<file path="config.mk">
export PLATFORM = sky130hd
export DESIGN_NAME = comparator
export DESIGN_NICKNAME = d
export VERILOG_FILES = /design/src/rtl/comparator_pkg.sv /design/src/rtl/comparator_sync.sv /design/src/rtl/comparator.sv
export SDC_FILE = /design/constraint.sdc
export NUM_CORES = 1
export LEC_CHECK = 0
export ABC_AREA = 0
export ABC_CLOCK_PERIOD_IN_PS = 6560
export BUFFER_PORTS_ARGS = -buffer_cell sky130_fd_sc_hd__buf_2
export CAP_MARGIN = 30
export CORE_ASPECT_RATIO = 0.75
export CORE_UTILIZATION = 25
export CTS_BUF_LIST = sky130_fd_sc_hd__clkbuf_2
export DETAILED_ROUTE_END_ITERATION = 8
export GPL_TIMING_DRIVEN = 0
export HOLD_SLACK_MARGIN = 0.1
export PLACE_DENSITY_LB_ADDON = 0.15
export SLEW_MARGIN = 15
export SYNTH_ARGS = -nofsm -noshare
export SYNTH_HDL_FRONTEND = slang
export SYNTH_HIERARCHICAL = 1
export SYNTH_SLANG_ARGS = --single-unit
</file>
<file path="constraint.sdc">
create_clock -name clk -period 6.56 [get_ports clk]
set_input_delay 0.656 -clock clk [delete_from_list [all_inputs] [get_ports clk]]
set_output_delay 0.656 -clock clk [all_outputs]
set_load 0.01 [all_outputs]
</file>
<file path="src/rtl/comparator_pkg.sv">
// comparator_pkg -- shared constants and helpers for the sensor-vote comparator.
//   FLAG_* : 3-bit vote-pattern classification codes driven on Flag
//   VOTE_W : width of the vote count (0..4)
//   MAJORITY : vote count at which an event is considered trustworthy
//   vote_count() / classify() : combinational helpers on the 4-bit sensor
//   vector {SoilMoisture, AirHumidity, SoilTemprature, AirTemperature}
package comparator_pkg;

  localparam logic [2:0] FLAG_NONE  = 3'b000;
  localparam logic [2:0] FLAG_AT    = 3'b001;
  localparam logic [2:0] FLAG_ST    = 3'b010;
  localparam logic [2:0] FLAG_AH    = 3'b011;
  localparam logic [2:0] FLAG_SM    = 3'b100;
  localparam logic [2:0] FLAG_TWO   = 3'b101;
  localparam logic [2:0] FLAG_THREE = 3'b110;
  localparam logic [2:0] FLAG_ALL   = 3'b111;

  localparam int VOTE_W = 3;
  localparam logic [VOTE_W-1:0] MAJORITY = 3'd3;

  function automatic logic [VOTE_W-1:0] vote_count(input logic [3:0] s);
    logic [VOTE_W-1:0] n;
    n = '0;
    for (int i = 0; i < 4; i++) n = n + {2'b00, s[i]};
    return n;
  endfunction

  function automatic logic [2:0] classify(input logic [3:0] s);
    logic [2:0] f;
    f = FLAG_NONE;
    case (vote_count(s))
      3'd0: f = FLAG_NONE;
      3'd1: begin
        // A lone sensor is reported by identity so it can be treated as a fault.
        case (s)
          4'b0001: f = FLAG_AT;
          4'b0010: f = FLAG_ST;
          4'b0100: f = FLAG_AH;
          4'b1000: f = FLAG_SM;
          default: f = FLAG_NONE;
        endcase
      end
      3'd2:    f = FLAG_TWO;
      3'd3:    f = FLAG_THREE;
      default: f = FLAG_ALL;
    endcase
    return f;
  endfunction

endpackage

</file>
<file path="src/rtl/comparator_sync.sv">
// comparator_sync -- single-bit synchronizer of STAGES flops (2..4).
//   clk : sampling clock
//   rst : asynchronous active-high reset, clears all stages
//   d   : asynchronous input
//   q   : synchronized output, STAGES cycles behind d
module comparator_sync #(
  parameter int STAGES = 2
) (
  input  logic clk,
  input  logic rst,
  input  logic d,
  output logic q
);

  logic [STAGES-1:0] sr;

  always_ff @(posedge clk or posedge rst) begin
    if (rst) sr <= '0;
    else     sr <= {sr[STAGES-2:0], d};
  end

  assign q = sr[STAGES-1];

endmodule

</file>
<file path="src/rtl/comparator.sv">
// comparator -- majority vote over four asynchronous sensor indications
// with a persistence filter on the registered result.
//   clk            : sole clock
//   rst            : asynchronous active-high reset
//   AirTemperature, SoilTemprature, AirHumidity, SoilMoisture : async sensor inputs
//   Output         : 1 when at least three synchronized sensors are high
//   Flag           : vote-pattern classification code (comparator_pkg::FLAG_*)
//   fault_sticky   : only when COMPARATOR_FAULT_LATCH_EN is defined; one bit
//                    per sensor, set when a registered Flag names it as the
//                    lone active sensor, cleared only by rst
// Parameters: SYNC_STAGES (2..4), MIN_HOLD (1..255).
// Latency from an input edge to the outputs is SYNC_STAGES + MIN_HOLD cycles.
module comparator
  import comparator_pkg::*;
#(
  parameter int SYNC_STAGES = 2,
  parameter int MIN_HOLD    = 1
) (
  input  logic       clk,
  input  logic       rst,
  input  logic       AirTemperature,
  input  logic       SoilTemprature,
  input  logic       AirHumidity,
  input  logic       SoilMoisture,
  output logic       Output,
  output logic [2:0] Flag
`ifdef COMPARATOR_FAULT_LATCH_EN
  ,
  output logic [3:0] fault_sticky
`endif
);

  localparam logic [7:0] HOLD_LOAD = 8'(MIN_HOLD - 1);

  logic [3:0] raw;
  logic [3:0] sens;

  assign raw = {SoilMoisture, AirHumidity, SoilTemprature, AirTemperature};

  for (genvar i = 0; i < 4; i++) begin : g_sync
    comparator_sync #(.STAGES(SYNC_STAGES)) u_sync (
      .clk (clk),
      .rst (rst),
      .d   (raw[i]),
      .q   (sens[i])
    );
  end

  logic [VOTE_W-1:0] votes;
  logic [3:0]        cand;
  logic [3:0]        prev_cand;
  logic [7:0]        hold_cnt;
  logic [7:0]        hold_nxt;

  always_comb begin
    votes = vote_count(sens);
    cand  = {(votes >= MAJORITY), classify(sens)};
  end

  // Down-counter restarts whenever the candidate changes; the candidate is
  // committed on the cycle the count reaches zero, i.e. its MIN_HOLD-th
  // consecutive cycle. Short-lived intermediate patterns never reach zero.
  always_comb begin
    hold_nxt = hold_cnt;
    if (cand != prev_cand)  hold_nxt = HOLD_LOAD;
    else if (hold_cnt != 0) hold_nxt = hold_cnt - 8'd1;
  end

  always_ff @(posedge clk or posedge rst) begin
    if (rst) begin
      prev_cand <= 4'b0000;
      hold_cnt  <= '0;
      Output    <= 1'b0;
      Flag      <= FLAG_NONE;
    end else begin
      prev_cand <= cand;
      hold_cnt  <= hold_nxt;
      if (hold_nxt == 0) begin
        Output <= cand[3];
        Flag   <= cand[2:0];
      end
    end
  end

`ifdef COMPARATOR_FAULT_LATCH_EN
  logic [3:0] lone;

  always_comb begin
    lone = 4'b0000;
    case (Flag)
      FLAG_AT: lone = 4'b0001;
      FLAG_ST: lone = 4'b0010;
      FLAG_AH: lone = 4'b0100;
      FLAG_SM: lone = 4'b1000;
      default: lone = 4'b0000;
    endcase
  end

  always_ff @(posedge clk or posedge rst) begin
    if (rst) fault_sticky <= 4'b0000;
    else     fault_sticky <= fault_sticky | lone;
  end
`endif

endmodule

</file>
# [Yosys cells after proc, flatten, opt, wreduce, memory -nomap -nowiden]
# Cells that the tools add are included.
[word_totals] wordCells=28 regBits=24
[classes] n_mux=4 add_sub_neg=4 n_eq_ne=8 n_lt_le_gt_ge=1 n_reduce_logical=3
[op_table] operator="$pmux W3 S4" n=2
[op_table] operator="$mux W8" n=2
[op_table] operator="$logic_not A8 Y1" n=1
[op_table] operator="$reduce_bool A8 Y1" n=1
[op_table] operator="$sub A8 B1 Y8 const B" n=1
[op_table] operator="$eq A3 B2 Y1 const B" n=2
[op_table] operator="$eq A4 B1 Y1 const B" n=1
[op_table] operator="$eq A4 B2 Y1 const B" n=1
[op_table] operator="$eq A4 B3 Y1 const B" n=1
[op_table] operator="$eq A4 B4 Y1 const B" n=1
[op_table] operator="$ne A4 B4 Y1" n=1
[op_table] operator="$add A2 B1 Y3" n=1
[op_table] operator="$add A3 B1 Y3" n=1
[op_table] operator="$eq A3 B1 Y1 const B" n=1
[op_table] operator="$ge A3 B2 Y1 const B" n=1
[op_table] operator="$logic_not A3 Y1" n=1
[op_table] operator="$add A1 B1 Y2" n=1

# [Depth between registers and ports, before layout]
# Gate-level depths: netlist of run 1.
[depth] depth_word=8 ltp_mapped=9

# [Modules after synthesis]
# Netlist of run 1, hierarchy kept.
[modules_own_cells] module="comparator" area_each_um2=979.7 seq_area_each_um2=400.4 cells_per_inst=91 n_inst=1
[modules_own_cells] module="comparator_sync" area_each_um2=53.8 seq_area_each_um2=50.0 cells_per_inst=3 n_inst=4

# [Worst setup path before layout of run 1]
# No wires, ideal clock.
[synth_timing] path_type="flip-flop to flip-flop" from="register g_sync[0].u_sync.sr[1]" to="register Flag[1]" n_path_buf=0 t_arrival_ps=2732 path_stages_with_launch=10 setup_time_ps=125 slack_ps=3703 required_time_ps=6435 cell_sequence="dfrtp_1 > fa_1 > ha_1 > ha_1 > mux2i_1 > o211ai_1 > xor2_1 > a2111oi_4 > nand2_4 > mux2_4"
[synth_via] elab_chain_cells=8 elab_cells_between_ends=17 cone_classes="add/sub: 3; order compare: 1; eq/ne: 8; mux: 3; reduce/logical: 2"
[synth_lines] element="start: declaration" line="comparator_sync.sv:15" rtl="logic [STAGES-1:0] sr;"
[synth_lines] element="start signal: assignment" line="comparator_sync.sv:19" rtl="else sr <= {sr[STAGES-2:0], d};"
[synth_lines] element="$add A1 B1 Y2" line="comparator_pkg.sv:24" rtl="for (int i = 0; i < 4; i++) n = n + {2'b00, s[i]};"
[synth_lines] element="$add A2 B1 Y3" line="comparator_pkg.sv:24"
[synth_lines] element="$add A3 B1 Y3" line="comparator_pkg.sv:24"
[synth_lines] element="$eq A3 B2 Y1 (tied with other cells)" line="comparator_pkg.sv:31" rtl="case (vote_count(s))"
[synth_lines] element="$pmux W3 S4 *" line="comparator_pkg.sv:31"
[synth_lines] element="via cand[1]" line="comparator.sv:50" rtl="logic [3:0] cand;"
[synth_lines] element="$ne A4 B4 Y1" line="comparator.sv:65" rtl="if (cand != prev_cand) hold_nxt = HOLD_LOAD;"
[synth_lines] element="$mux W8" line="comparator.sv:65"
[synth_lines] element="$logic_not A8 Y1" line="comparator.sv:78" rtl="if (hold_nxt == 0) begin"
[synth_lines] element="end signal: assignment" line="comparator.sv:80" rtl="Flag <= cand[2:0];"
[synth_lines] element="end: declaration" line="comparator.sv:26" rtl="output logic [2:0] Flag"
# Mark *: on every way through the listed nets, which the timed path passes. The rest lies on a longest branch.
# A chain may end at the register's enable or synchronous reset.

# [Worst setup path after layout of run 1]
[layout_timing] from="register g_sync[0].u_sync.sr[1]" to="register Flag[2]"
[layout_via] elab_chain_cells=8 elab_cells_between_ends=17 cone_classes="add/sub: 3; order compare: 1; eq/ne: 8; mux: 3; reduce/logical: 2"
[layout_lines] element="$add A1 B1 Y2" line="comparator_pkg.sv:24"
[layout_lines] element="$add A2 B1 Y3" line="comparator_pkg.sv:24"
[layout_lines] element="$add A3 B1 Y3" line="comparator_pkg.sv:24"
[layout_lines] element="$eq A3 B2 Y1 (tied with other cells)" line="comparator_pkg.sv:31"
[layout_lines] element="$pmux W3 S4 *" line="comparator_pkg.sv:31"
[layout_lines] element="via cand[1]" line="comparator.sv:50"
[layout_lines] element="$ne A4 B4 Y1 *" line="comparator.sv:65"
[layout_lines] element="$mux W8 *" line="comparator.sv:65"
[layout_lines] element="$logic_not A8 Y1 *" line="comparator.sv:78"
# Marks and branches as above.

==> results of run 1 <==
[area by class of cell]
type | count | area (µm²)
Sequential cell | 24 | 601
Timing Repair Buffer | 9 | 45.0
Clock buffer | 3 | 15.0
Tap cell | 57 | 71.3
Inverter | 11 | 41.3
Multi-Input combinational cell | 67 | 548
Buffer | 1 | 5.00
Fill cell | 475 | 3190
[kinds of logic after synthesis]
family	after synthesis	synth area share, %
adder cells (fa/ha/maj)	9	10.1
multiplexers	6	6.28
flip-flops	24	50.3
AND/OR/NAND/NOR	32	15.3
buffers and inverters	12	3.87
XOR/XNOR	9	6.60
AO/OA/AOI/OAI	11	7.65
[metrics by stage]
| stage | total power, W | setup slack [ns] | instances |
|---|---|---|---|
| after detailed placement | 0.000243 | 3.47 | 169 |
| after global placement | 0.000241 | 3.51 | 169 |
| after CTS | 0.000300 | 3.51 | 172 |
| after global routing | 0.000316 | 3.28 | 172 |
| after floorplan | 0.000223 | 3.70 | 103 |
| final | 0.000294 | 3.53 | 172 |
[cells in the final DEF (no fill, tap or decap), types with 2 or more instances in the layout]
master,count
or3_1,2
clkbuf_2,3
o21ai_0,2
nand2_1,5
nor2_1,11
mux2_4,3
buf_2,10
ha_1,8
nor4b_1,2
a21oi_1,3
nand2b_1,2
mux2i_1,3
dfrtp_1,24
inv_1,11
xnor2_1,6
xor2_1,3
[where the power goes]
group	internal (W)	total [W]	leakage [nW]	switching, W
sequential	0.000163	0.000171	0.300	0.00000857
combinational	0.0000284	0.0000675	0.349	0.0000392
clock	0.0000124	0.0000550	0.0125	0.0000425
[metal layers]
layer / wire [µm] / track usage, %
met1: 1030 / 12.7
met2: 832 / 14.9
met3: 98 / 3.36
met4: 20 / 3.76
met5: 0 / 0
[registers in the layout, summed over array words and instances, names as in the netlist]
| signal | cells |
|---|---|
| prev_cand | 4 |
| hold_cnt | 8 |
| Flag | 3 |
| Output | 1 |
| g_sync.u_sync/sr | 8 |
[final timing paths]
| check | depth (start not counted) | slack, ns | from | to |
|---|---|---|---|---|
| hold reg to reg | 0 | 0.38 | g_sync[3].u_sync/sr[0]$_DFF_PP0_ | g_sync[3].u_sync/sr[1]$_DFF_PP0_ |
| setup reg to reg | 9 | 3.53 | g_sync[0].u_sync/sr[1]$_DFF_PP0_ | Flag[2]$_DFFE_PP0N_ |
| max in group asynchronous | 2 | 5.73 | rst | hold_cnt[4]$_DFF_PP0_ |
| setup / recovery | 9 | 3.53 | g_sync[0].u_sync/sr[1]$_DFF_PP0_ | Flag[2]$_DFFE_PP0N_ |
| hold / removal | 2 | 0.19 | rst | g_sync[3].u_sync/sr[0]$_DFF_PP0_ |
| min in group clk | 0 | 0.38 | g_sync[3].u_sync/sr[0]$_DFF_PP0_ | g_sync[3].u_sync/sr[1]$_DFF_PP0_ |
[synth_stat cells, types with 2 or more instances]
cell type	count	area share, %
nor2_1	11	3.5
a21oi_1	3	1.3
dfrtp_1	24	50
xnor2_1	6	4.4
mux2i_1	3	2.5
nand2b_1	2	1.0
inv_1	11	3.5
mux2_4	3	3.8
nand2_1	5	1.6
ha_1	8	8.4
nor4b_1	2	1.5
or3_1	2	1.0
xor2_1	3	2.2
o21ai_0	2	0.84
==> metrics.csv, run 1 <==
metric;value;unit
Final Wtd Congestion;0.718;
worst hold margin;0.190;ns
routed wire length per instance;11.5;µm
share of layout cells above drive strength 1;17.4;%
I/O Pins;10;
final wirelength;1980;µm
sequential share of the synthesized area;50.3;%
number of global-route vias before repair;780;
crit start category;flop;
Die Y;61.9;µm
Post-CTS Setup Repair Bufs;0;
final cell utilization of the core;29.3;%
clock-pin slew on the worst setup and hold paths;0.24;ns
I/O Buffers;9;
CTS sink cnt;24;
Max Clock Skew;0.0347;ns
H-tree depth reported by CTS;1;
status;finished clean;
syn_area_per_cell;11.6;µm²
CP max-delay cell;a2111oi_4;
DP Wirelength;1570;µm
CTS buffer count;3;
Post-synth EDFFs;0;
Initial Utilization;26.4;%
dpl cell area;1310;µm²
number of detailed-route iterations in the first pass;3;
Yosys reg bits;24;
max-slew violation total from the final report;0;
GRT Residual Overflow;0;
first-pass GRT wire length;3540;µm
Synth warnings;6;
Fmax;330;MHz
Mapped Cells;103;
Final Hold Viols;0;
worst hold-check path type;input pin to asynchronous set/reset pin;
final setup vio count;0;
power per cell area;221;nW/µm²
DRC violations left;0;
setup TNS;0;ns
Worst Path Max Fanout;4;
Post-CTS Hold Buffers;0;
Final Net Count;132;
CP required;6.83;ns
worst slew pin tran;0.639;ns
full die area;5060;µm²
unrepaired setup endpoints after global routing;no;
CTS resizes;0;
synth-to-layout area growth;11.0;%
Async SR Flop Fraction;100;%
initial drt markers;43;
crit share post-route;46.2;%
Max-Cap Viols;0;
Clock Latency Late Sink;0.35;ns
Arr. time, crit path;3.30;ns
Leak;0.661;nW
# diodes;0;
max incr delay on CP;0.49;ns
Worst VDD drop;0.0840;mV
Top cell by count, worst path;ha_1;
die width;81.8;µm
Final Cell Area;1330;µm²
Synth Net Count;118;
Yosys cell types;32;
WP buf/inv;0;
Core Footprint;4520;µm²
Tmin final;3.03;ns
total number of vias;732;
largest net degree at the start of global routing;17;
num rows;21;
Top Family by Delay on Critical Path;adder cells;
kind of critical path;flop to flop;
slew margin rel.;57.3;%
crit-path cells;fa_1, ha_1, ha_1, mux2i_1, o211ai_1, xor2_1, a2111oi_4, nand2_4, mux2_4;
clk root buf;clkbuf_2;
mapped cell area;1190;µm²
CP Capture Type;flop;
maximum clock insertion buffer count;2;
Antenna Nets Post-Route;0;
initial antenna violation count;0;
CTS tree;built;
via/cell ratio;4.26;
Global Route Usage Sum;9.72;%
Top FF cell, synth;dfrtp_1;
Power figures use the tool's default switching activity.
==> inputs of run 2 (changes only) <==
--- a/config.mk
+++ b/config.mk
@@ -5,8 +5,8 @@
 export SDC_FILE = /design/constraint.sdc
 export NUM_CORES = 1
 export LEC_CHECK = 0
-export ABC_AREA = 0
-export ABC_CLOCK_PERIOD_IN_PS = 6560
+export ABC_AREA = 1
+export ABC_CLOCK_PERIOD_IN_PS = 2430
 export BUFFER_PORTS_ARGS = -buffer_cell sky130_fd_sc_hd__buf_2
 export CAP_MARGIN = 30
 export CORE_ASPECT_RATIO = 0.75
==> constraint.sdc (replaced) <==
create_clock -name clk -period 2.43 [get_ports clk]
set_input_delay 0.243 -clock clk [delete_from_list [all_inputs] [get_ports clk]]
set_output_delay 0.243 -clock clk [all_outputs]
set_load 0.01 [all_outputs]
==> metrics.csv, run 2 <==
metric;value;unit
status;complete, but fails checks;
failing checks;negative setup slack;
initial drt markers;30;
initial antenna violation count;0;
num rows;22;
total number of vias;1016;
Antenna Nets Post-Route;0;
DRC violations left;0;
Worst Path Max Fanout;7;
final setup vio count;10;
CP Capture Type;flop;
most frequent cells in the layout;nand2_1, inv_1, dfrtp_1, nor2_1, buf_2;
top-count cell post-synth;nand2_1;
Final Cell Area;1630;µm²
crit start category;flop;
Yosys reg bits;24;
die width;86.2;µm
synth-to-layout area growth;22.4;%
final cell utilization of the core;32.5;%
Yosys cell types;25;
DP Wirelength;1920;µm
setup TNS;-0.969;ns
Synth Net Count;171;
Clock Latency Late Sink;0.34;ns
Final Hold Viols;0;
Final Wtd Congestion;0.762;
clk root buf;clkbuf_2;
CP required;2.70;ns
first-pass GRT wire length;4510;µm
Critical Path Start;g_sync[0].u_sync/sr[1]$_DFF_PP0_;
share of layout cells above drive strength 1;27.4;%
share of the synthesized area in the top cell type;45.2;%
worst hold-check path type;input pin to asynchronous set/reset pin;
Synth top cells by count;nand2_1, inv_1, dfrtp_1;
Tmin final;2.57;ns
routed wire length per instance;10.3;µm
synth top area cells;dfrtp_1, nand2_1, inv_1, ha_1, nand3_1;
kind of critical path;flop to flop;
number of detailed-route iterations in the first pass;4;
largest net degree at the start of global routing;17;
Arr. time, crit path;2.84;ns
Initial Utilization;26.5;%
worst slew pin tran;0.670;ns
Max-Cap Viols;0;
# diodes;0;
CTS tree;built;
CTS buffer count;3;
number of global-route vias before repair;1029;
Fmax;389;MHz
dpl cell area;1480;µm²
Async SR Flop Fraction;100;%
Sequential Area;601;µm²
Mapped Cells;156;
Top FF cell, synth;dfrtp_1;
PnR worst setup slack;-0.142;ns
Synth warnings;6;
clock-pin slew on the worst setup and hold paths;0.23;ns
sequential share of the synthesized area;45.2;%
I/O Buffers;9;
I/O Pins;10;
Core Footprint;5010;µm²
Synth area leader;dfrtp_1;
max-slew violation total from the final report;0;
maximum clock insertion buffer count;2;
syn_area_per_cell;8.52;µm²
H-tree depth reported by CTS;1;
Final Net Count;196;
final wirelength;2590;µm
power per cell area;534;nW/µm²
slew margin rel.;55.3;%
Die Y;65.1;µm
full die area;5610;µm²
unrepaired setup endpoints after global routing;yes;
CTS sink cnt;24;
Post-synth EDFFs;0;
reg2reg start;g_sync[0].u_sync/sr[1]$_DFF_PP0_;
Leak;0.852;nW
crit share post-route;106;%
mapped cell area;1330;µm²
commonest non-fill, non-tap cell in the layout;nand2_1;
Top Registers;g_sync.u_sync/sr: 8 flops, hold_cnt: 8 flops, prev_cand: 4 flops;
Max Clock Skew;0.0255;ns
fillers;524;
Global Route Usage Sum;10.4;%
R2R setup slack;-0.14;ns
via/cell ratio;4.05;
multi-input logic area;664;µm²
Worst VDD drop;0.173;mV
GRT Residual Overflow;0;
-- run 2: cell count changes after synthesis, moves of 4 or more --
cell,previous run,this run
nand2_1,5,31
inv_1,11,27
nand3_1,1,9
nand2_2,0,7
xnor2_1,6,0
nor2_2,0,5
o21ai_1,0,4
-- run 2: metrics by stage --
step                      hold WS [ns]  worst slack (ns)  power [W]  instances
after global routing             0.274            -0.322   0.000931        251
after floorplan                -0.0158            0.0116   0.000623        156
after global placement           0.137            -0.211   0.000678        237
final                            0.325            -0.142   0.000868        251
after detailed placement         0.141            -0.263   0.000682        237
after CTS                        0.274            -0.187   0.000874        248
-- run 2: report_power, final --
group | internal [W] | total [W] | switching (W)
clock network | 0.0000336 | 0.000149 | 0.000116
logic | 0.000109 | 0.000259 | 0.000150
registers | 0.000438 | 0.000460 | 0.0000224
total | 0.000581 | 0.000868 | 0.000288
-- run 2: layout make-up --
class                      count  share of cell area [%]
timing repair buffer          20                    8.62
buffer                         1                   0.692
multi-input combinational    103                    40.8
clock buffer                   3                   0.923
sequential                    24                    36.9
tap                           72                    5.54
inverter                      28                    6.46
-- run 2: cell families (layout without fill, tap and decap cells) --
logic type	after synthesis	after routing	synth area share [%]
DFF	24	24	45.2
adders and majority gates	9	9	9.04
AOI/OAI and AO/OA	15	15	6.40
xor gates and xnor gates	3	3	1.98
buffers and inverters	29	52	8.76
and+or+nand+nor	76	76	28.6
-- run 2: repair_timing --
item | CTS | global route
hold buffers | 5 | 0
setup buffers | 3 | 3
endpoints found under the hold margin | 28 | 0
setup endpoints to repair | 10 | 12
pin swaps | 2 | 4
gates resized for setup | 9 | 1
-- run 2: layer usage --
| metal | track usage (%) | vias to the layer above | part of all wire, % |
|---|---|---|---|
| met5 | 0 | - | 0 |
| met4 | 2.71 | 0 | 0.85 |
| met3 | 3.77 | 2 | 3.8 |
| met2 | 16.0 | 19 | 44 |
| met1 | 13.8 | 470 | 51 |
| li1 | - | 525 | - |
-- run 2: final timing paths --
path / end / depth (start not counted)
setup / recovery: Flag[2]$_DFFE_PP0N_ / 16
hold / removal: g_sync[2].u_sync/sr[1]$_DFF_PP0_ / 3
setup reg to reg: Flag[2]$_DFFE_PP0N_ / 16
hold reg to reg: g_sync[1].u_sync/sr[1]$_DFF_PP0_ / 0
max in group asynchronous: hold_cnt[1]$_DFF_PP0_ / 3
min in group clk: g_sync[1].u_sync/sr[1]$_DFF_PP0_ / 0
-- run 2: worst max-delay path, stage by stage, from the launching register on --
cell     delay, ns
dfrtp_1       0.44
fa_1          0.49
ha_2          0.21
ha_4          0.31
nand2_4       0.07
nand2_4       0.06
nand2_1       0.04
nand2_1       0.06
nand2_1       0.06
nor2_2        0.09
nand2_2       0.07
nor2_4        0.22
o21ai_2       0.09
nand2_2       0.14
nor2_4        0.05
nand2_1       0.06
nand2_1       0.05
==> inputs of run 3 (changes only) <==
--- a/config.mk
+++ b/config.mk
@@ -11,7 +11,6 @@
 export CAP_MARGIN = 30
 export CORE_ASPECT_RATIO = 0.75
 export CORE_UTILIZATION = 25
-export CTS_BUF_LIST = sky130_fd_sc_hd__clkbuf_2
 export DETAILED_ROUTE_END_ITERATION = 8
 export GPL_TIMING_DRIVEN = 0
 export HOLD_SLACK_MARGIN = 0.1
==> metrics.csv, run 3 (synthesized netlist as in run 2, its figures left out) <==
metric;value;unit
Die Y;65.1;µm
Top Registers;g_sync.u_sync/sr: 8 flops, hold_cnt: 8 flops, prev_cand: 4 flops;
Worst VDD drop;0.243;mV
Worst Path Max Fanout;7;
full die area;5610;µm²
PnR worst setup slack;-0.157;ns
Switching Fraction;30.9;%
initial antenna violation count;0;
status;complete, but fails checks;
most frequent cells in the layout;nand2_1, inv_1, dfrtp_1, nor2_1, buf_2;
CP Capture Type;flop;
NetSw;0.000295;W
Final Cell Area;1650;µm²
share of layout cells above drive strength 1;27.4;%
DP Wirelength;1920;µm
initial drt markers;30;
dpl cell area;1480;µm²
synth-to-layout area growth;24.4;%
Leak;0.861;nW
Int Power;0.000657;W
CP required;2.59;ns
worst hold margin;0.354;ns
Clk network pwr share;24.5;%
final wirelength;2610;µm
power per cell area;576;nW/µm²
GRT Residual Overflow;0;
I/O Pins;10;
Clock Latency Late Sink;0.27;ns
via/cell ratio;4.08;
number of detailed-route iterations in the first pass;4;
maximum clock insertion buffer count;2;
clk root buf;clkbuf_8;
total number of vias;1023;
Max-Cap Viols;0;
grt met3 use;3.77;%
Final Net Count;196;
worst slew pin tran;0.665;ns
slew margin rel.;55.6;%
crit start category;flop;
clock-pin slew on the worst setup and hold paths;0.09;ns
Arr. time, crit path;2.75;ns
worst hold-check path type;flop to flop;
die width;86.2;µm
Antenna Nets Post-Route;0;
Initial Utilization;26.5;%
CTS sink cnt;24;
I/O Buffers;9;
Fmax;386;MHz
Max Clock Skew;0.0104;ns
routed wire length per instance;10.4;µm
num rows;22;
H-tree depth reported by CTS;1;
Reg power frac;48.3;%
largest net degree at the start of global routing;17;
DRC violations left;0;
commonest non-fill, non-tap cell in the layout;nand2_1;
unrepaired setup endpoints after global routing;yes;
Comb pwr share;27.2;%
CTS tree;built;
met2 global-route usage;16.0;%
Tmin final;2.59;ns
failing checks;negative setup slack;
GR peak layer;met2;
first-pass GRT wire length;4500;µm
Global Route Usage Sum;10.4;%
setup TNS;-0.991;ns
Pwr Total;0.000952;W
number of global-route vias before repair;1026;
met1 usage;13.8;%
CTS buffer count;3;
crit share post-route;106;%
# diodes;0;
Final Wtd Congestion;0.762;
kind of critical path;flop to flop;
Core Footprint;5010;µm²
final setup vio count;10;
dpl ws;-0.263;ns
Final Hold Viols;0;
max-slew violation total from the final report;0;
## run 3: cell count changes in the layout (fill, tap and decap cells not counted)
cell      before  now
clkbuf_8       0    3
clkbuf_2       3    0
## run 3: what timing repair did
action                     in CTS  in global routing
hold buffers                    5                  0
setup buffers                   3                  3
setup endpoints to repair      10                 12
hold endpoints to repair       12                  0
resized for setup               9                  1
pin swaps                       2                  4
## run 3: final cells by class
type	count	area, µm²
timing repair buffer	20	140
clock buffer	3	41.3
sequential	24	601
multi-input combinational	103	664
buffer	1	11.3
tap	72	90.1
inverter	28	105
fill	520	3360
## run 3: metrics by stage
stage          util, %  cells
6_report          33.0    251
5_1_grt           33.0    251
4_1_cts           32.5    248
3_5_place_dp      29.5    237
3_3_place_gp      29.5    237
2_1_floorplan        -    156
## run 3: worst max-delay path, cell delays in order, from the launching register on
cell and delay (ns):
dfrtp_1 0.40, fa_1 0.49, ha_2 0.21, ha_4 0.31
nand2_4 0.07, nand2_4 0.06, nand2_1 0.04, nand2_1 0.06
nand2_1 0.06, nor2_2 0.09, nand2_2 0.07, nor2_4 0.22
o21ai_2 0.10, nand2_2 0.14, nor2_4 0.05, nand2_1 0.06
nand2_1 0.05
## run 3: path summary, 6_finish.rpt
path                                             startpoint                                to  slack, ns  depth (start not counted)
setup / recovery           g_sync[0].u_sync/sr[1]$_DFF_PP0_               Flag[2]$_DFFE_PP0N_      -0.16                         16
setup reg to reg           g_sync[0].u_sync/sr[1]$_DFF_PP0_               Flag[2]$_DFFE_PP0N_      -0.16                         16
hold / removal             g_sync[1].u_sync/sr[0]$_DFF_PP0_  g_sync[1].u_sync/sr[1]$_DFF_PP0_       0.35                          0
min in group asynchronous                               rst  g_sync[2].u_sync/sr[1]$_DFF_PP0_       0.42                          3
max in group asynchronous                               rst             hold_cnt[1]$_DFF_PP0_       1.34                          3
hold reg to reg            g_sync[1].u_sync/sr[0]$_DFF_PP0_  g_sync[1].u_sync/sr[1]$_DFF_PP0_       0.35                          0
## run 3: power groups by stage
stage	Sequential, W	Clock (W)	Combinational [W]
final	0.000460	0.000234	0.000259
after global routing	0.000464	0.000263	0.000287
after CTS	0.000460	0.000246	0.000249
after detailed placement	0.000467	0	0.000215
after global placement	0.000465	0	0.000213
after floorplan	0.000469	0	0.000153
## run 3: metal layers
layer  share of wire (%)  up-vias
met4                0.84        0
met3                 3.8        2
met1                  52      478
met2                  43       19
met5                   0        -
li1                    -      524
